**src/rtl/regfile_mp.sv**
```systemverilog
// regfile_mp -- multi-port register file with a per-register busy scoreboard.
//
// Storage is DEPTH = 2**ADDR_W registers of DATA_W bits; register 0 always
// reads zero and ignores writes. Two write ports share the array, and port 1
// (load writeback) wins over port 0 (ALU writeback) on an address collision.
// NUM_RD (1..4) combinational read ports each return data plus the registered
// busy bit of the addressed register.
//
// Optional feature macro: RF_BYPASS_EN
//   defined   -> a same-cycle write is forwarded to matching read ports
//                (port 1 ahead of port 0, the same priority as the write).
//   undefined -> reads always return the stored value.
//   rd_busy never forwards a same-cycle clear in either build.
//
// Ports:
//   clk, rst              clock, synchronous active-high reset
//   rd_addr / rd_data     packed read addresses / data, port k at slice k
//   rd_busy               busy bit of each addressed register
//   wr0_* / wr1_*         write ports (1 has priority)
//   iss_en / iss_addr     issue strobe marking iss_addr as pending
//   busy                  registered scoreboard vector, bit 0 always 0

// One read port: register select, optional forwarding, zero for address 0.
module regfile_mp_rd #(
    parameter int DATA_W = 16,
    parameter int ADDR_W = 4,
    parameter int DEPTH  = 16
) (
    input  logic [DEPTH-1:0][DATA_W-1:0] regs,
    input  logic [DEPTH-1:0]             busy,
    input  logic [ADDR_W-1:0]            addr,
`ifdef RF_BYPASS_EN
    input  logic                         wr0_en,
    input  logic [ADDR_W-1:0]            wr0_addr,
    input  logic [DATA_W-1:0]            wr0_data,
    input  logic                         wr1_en,
    input  logic [ADDR_W-1:0]            wr1_addr,
    input  logic [DATA_W-1:0]            wr1_data,
`endif
    output logic [DATA_W-1:0]            data,
    output logic                         rd_busy
);
    always_comb begin
        data = regs[addr];
`ifdef RF_BYPASS_EN
        if (wr1_en && wr1_addr == addr)
            data = wr1_data;
        else if (wr0_en && wr0_addr == addr)
            data = wr0_data;
`endif
        // Address 0 is zero even when a write to it is in flight.
        if (addr == '0)
            data = '0;
        // Registered value only: a writeback this cycle still reads as busy.
        rd_busy = busy[addr];
    end
endmodule

module regfile_mp #(
    parameter int DATA_W = 16,
    parameter int ADDR_W = 4,
    parameter int NUM_RD = 2
) (
    input  logic                       clk,
    input  logic                       rst,
    input  logic [NUM_RD*ADDR_W-1:0]   rd_addr,
    output logic [NUM_RD*DATA_W-1:0]   rd_data,
    output logic [NUM_RD-1:0]          rd_busy,
    input  logic                       wr0_en,
    input  logic [ADDR_W-1:0]          wr0_addr,
    input  logic [DATA_W-1:0]          wr0_data,
    input  logic                       wr1_en,
    input  logic [ADDR_W-1:0]          wr1_addr,
    input  logic [DATA_W-1:0]          wr1_data,
    input  logic                       iss_en,
    input  logic [ADDR_W-1:0]          iss_addr,
    output logic [(2**ADDR_W)-1:0]     busy
);
    localparam int DEPTH = 2 ** ADDR_W;

    logic [DEPTH-1:0][DATA_W-1:0] regs;
    logic [DEPTH-1:0]             busy_q;
    logic [DEPTH-1:0]             busy_nxt;

    // Scoreboard update: clears first, then the issue set, so a new producer
    // overrides a completing one on the same register.
    always_comb begin
        busy_nxt = busy_q;
        if (wr0_en)
            busy_nxt[wr0_addr] = 1'b0;
        if (wr1_en)
            busy_nxt[wr1_addr] = 1'b0;
        if (iss_en)
            busy_nxt[iss_addr] = 1'b1;
        busy_nxt[0] = 1'b0;
    end

    // Port 1 is written after port 0 so it wins a same-address collision.
    always_ff @(posedge clk) begin
        if (rst) begin
            regs   <= '0;
            busy_q <= '0;
        end else begin
            if (wr0_en && wr0_addr != '0)
                regs[wr0_addr] <= wr0_data;
            if (wr1_en && wr1_addr != '0)
                regs[wr1_addr] <= wr1_data;
            busy_q <= busy_nxt;
        end
    end

    assign busy = busy_q;

    for (genvar k = 0; k < NUM_RD; k++) begin : g_rd
        regfile_mp_rd #(
            .DATA_W (DATA_W),
            .ADDR_W (ADDR_W),
            .DEPTH  (DEPTH)
        ) u_rd (
            .regs     (regs),
            .busy     (busy_q),
            .addr     (rd_addr[k*ADDR_W +: ADDR_W]),
`ifdef RF_BYPASS_EN
            .wr0_en   (wr0_en),
            .wr0_addr (wr0_addr),
            .wr0_data (wr0_data),
            .wr1_en   (wr1_en),
            .wr1_addr (wr1_addr),
            .wr1_data (wr1_data),
`endif
            .data     (rd_data[k*DATA_W +: DATA_W]),
            .rd_busy  (rd_busy[k])
        );
    end
endmodule

```
**config.mk**
```make
export PLATFORM = sky130hd
export DESIGN_NAME = regfile_mp
export DESIGN_NICKNAME = d
export VERILOG_FILES = /design/src/rtl/regfile_mp.sv
export SDC_FILE = /design/constraint.sdc
export NUM_CORES = 1
export LEC_CHECK = 0
export BUFFER_PORTS_ARGS = -buffer_cell sky130_fd_sc_hd__buf_2
export CORE_MARGIN = 2
export CORE_UTILIZATION = 30
export DETAILED_ROUTE_END_ITERATION = 8
export GPL_TIMING_DRIVEN = 0
export HOLD_SLACK_MARGIN = 0.03
export PLACE_DENSITY = 0.45
export SLEW_MARGIN = 20
export SYNTH_ARGS = -nofsm -noshare
export SYNTH_HDL_FRONTEND = slang
export SYNTH_SLANG_ARGS = --single-unit
```
**constraint.sdc**
```tcl
create_clock -name clk -period 4.45 [get_ports clk]
set_input_delay 1.335 -clock clk [delete_from_list [all_inputs] [get_ports clk]]
set_output_delay 1.335 -clock clk [all_outputs]
set_load 0.1 [all_outputs]
```
==> metrics.txt <==
Slew Limit Fails 0; Netlist cell types 46; hpwl dp 79400 microns; worst setup margin -0.0664 ns; Main synth FF type dfxtp_1; grt ovf 0; max_cap viols 0; drt first pass iters 6; #FFs+latches synth 270; WP data required 3.12 ns; Starting Density 0.305; area leader, netlist dfxtp_1; Final Skew 0 ns; HP Class reg2reg; Post-DRT Antenna Nets 0; Post-Syn Nets about 2100; switching share of power 0.353; initial antenna violation count 6; drt wl/cell 36.9 microns; setup repair bufs after CTS 0; I/O pin count around 110; cell area after synthesis 16500 sq um; Final Net Count ~2200; Area Growth Syn to Fin 25.8%; CTS max path bufs 3; share of cells above drive strength 1 0.241; flop2flop setup slack 3.43 ns; number of synthesized flops with an enable pin 0; GP Congestion 1.06; CTS Sinks 270; CTS tree built; first-pass GRT wire length 145000 microns; Clock transition at path regs 0.06 ns; CP endpoint kind output port; Num CTS Buffers 36; Tmin final 4.52 ns; Max VDD drop 0.237 mV; P_leak 0.00732 uW; largest net degree at the start of global routing 12; synthesized area per cell a little over 8 sq um; fin cells 2895; achievable frequency 221 MHz; critical path startpoint category primary input; Seq pwr share 0.355; Post-Synthesis Cells 2036; Arrival @ worst endpoint 3.18 ns; critical path type in2out; P_int 4690 uW; RSZ-0062 raised after global routing yes; sequential fraction of the synthesis area 0.328; placed insts 2831; dpl ws -1.16 ns; vias in the first global route 17500; die area between 50000 and 60000 sq um; status finished, violations left; Initial DRC Count between 2000 and 3000; final hold violation count 0; Synth top area share 0.328; Finished Core Util 0.384; CTS root buf clkbuf_16; relative slew slack 0.111; Worst Max-Slew Pin Slew 1.33 ns; Clock power frac 0.415; Finish-stage setup viols 8; sw power around 2600 uW; total number of vias about 19000; total track usage 0.369; DR DRC count 0; combinational share of power 0.230; Clk Latency, worst-skew pair 0.57 ns; failing checks negative setup slack; Die Width about 240 microns; site row count 85; DIE HEIGHT ~240 microns; Core Box Area 54000 sq um; Async SR Flop Fraction 0; PortBufs 99; PwrDens 349 nW/um^2; setup TNS -0.214 ns; period utilisation layout 1.01; Max FO, Critical Path 10; synth warn 0; Hold WS about 0.48 ns; Via density 6.48; hold bufs inserted after CTS 0; final WL roughly 110000 microns; H-tree Lvls 2; Synth area leaders dfxtp_1 33%, a311oi_1 11%, nor2_1 7.2%
==> through the flow <==
step / area (sq um) / power [uW]
after floorplan: 16900 / 3450
after global placement: 18300 / 4050
after detailed placement: 18300 / 4060
after CTS: 20500 / 7170
after global routing: 20700 / 7360
final: 20700 / 7240
==> logic make-up after synthesis <==
kind of cell,count (synthesis),synth area share
AOI/OAI and AO/OA,604,0.266
buffers and inverters,260,0.0653
DFF,270,0.328
muxes,221,0.168
other,1,0.000228
and+or+nand+nor,680,0.172
==> placed cells by master (no fill, tap or decap), types with 5 or more instances in the layout <==
cell | Yosys | layout
nand3_1 | 58 | 57
o21ai_0 | 96 | 92
clkbuf_16 | 0 | 36
a311oi_1 | 206 | 187
a2bb2oi_2 | 0 | 17
o221ai_1 | 33 | 7
inv_1 | 17 | 17
a211oi_1 | 63 | 63
nor2_1 | 317 | 308
clkbuf_4 | 0 | 16
a21oi_4 | 0 | 8
nor2b_1 | 25 | 25
o21ai_1 | 4 | 5
clkbuf_8 | 0 | 9
buf_4 | 8 | 21
buf_8 | 0 | 12
buf_6 | 1 | 29
nand3b_1 | 9 | 9
dfxtp_1 | 270 | 270
a211o_1 | 30 | 30
a2bb2oi_1 | 28 | 10
o221ai_2 | 0 | 25
o22ai_4 | 0 | 29
buf_2 | 49 | 93
nand2_1 | 238 | 236
a21oi_2 | 0 | 23
mux2i_1 | 114 | 112
mux2_2 | 69 | 69
buf_12 | 0 | 9
clkbuf_2 | 1 | 30
a21oi_1 | 100 | 69
clkbuf_1 | 178 | 137
a311oi_2 | 0 | 15
nor2_2 | 8 | 16
a32oi_1 | 9 | 9
mux4_2 | 38 | 38
==> metal layers <==
layer,GRT usage,vias up,share of wire
li1,-,7885,-
met1,0.501,9409,0.42
met2,0.522,1230,0.41
met3,0.116,233,0.12
met4,0.191,0,0.059
met5,0,-,0
==> registers in the layout, summed over array words and instances (netlist names) <==
name and cells:
regs 255, busy 15
==> power groups by stage <==
stage               combinational (uW)  clock, uW  sequential [uW]
floorplan                          852          0             2600
global placement                  1430          0             2620
detailed placement                1440          0             2620
CTS                               1580       3020             2570
global route                      1680       3110             2570
finish                            1670       3000             2570
==> synth_stat cells, types with 8 or more instances <==
| master | number |
|---|---|
| mux2_2 | 69 |
| o221ai_1 | 33 |
| o22ai_1 | 30 |
| a211oi_1 | 63 |
| nor2_1 | 317 |
| a311oi_1 | 206 |
| a2bb2oi_1 | 28 |
| inv_1 | 17 |
| mux4_2 | 38 |
| dfxtp_1 | 270 |
| nand2_1 | 238 |
| nor2b_1 | 25 |
| mux2i_1 | 114 |
| nand3b_1 | 9 |
| buf_4 | 8 |
| a32oi_1 | 9 |
| a211o_1 | 30 |
| nor2_2 | 8 |
| a21oi_1 | 100 |
| clkbuf_1 | 178 |
| nand3_1 | 58 |
| buf_2 | 49 |
| o21ai_0 | 96 |
==> critical path, stage by stage <==
cell,delay (ns)
buf_2,0.18
buf_8,0.20
nand2b_2,0.24
clkbuf_8,0.24
a2bb2oi_2,0.29
a21oi_2,0.18
o22ai_4,0.24
buf_8,0.24
==> repair_timing <==
item | CTS | global route
gates resized for setup | 281 | 55
pin swaps | 16 | 13
hold endpoints to repair | 0 | 0
endpoints found under the setup margin | 34 | 33
==> cell type report <==
cell class / count / area (sq um)
Fill cell: 5518 / 33300
Multi-Input combinational cell: 1506 / 11100
Sequential cell: 270 / 5410
Buffer: 240 / 1280
Clock buffer: 53 / 1030
Tap cell: 696 / 871
Timing Repair Buffer: 100 / 808
Clock inverter: 9 / 129
Inverter: 17 / 63.8
Antenna cell: 4 / 10.0
==> path summary, 6_finish.rpt <==
| path | startpoint | to | depth (start not counted) |
|---|---|---|---|
| worst max-delay path | rd_addr[2] | rd_data[9] | 8 |
| worst min-delay path | regs[11]$_SDFF_PP0_ | regs[11]$_SDFF_PP0_ | 1 |
| worst max register to register | regs[158]$_SDFF_PP0_ | regs[158]$_SDFF_PP0_ | 2 |
| worst min register to register | regs[11]$_SDFF_PP0_ | regs[11]$_SDFF_PP0_ | 1 |
Power figures use the tool's default switching activity.
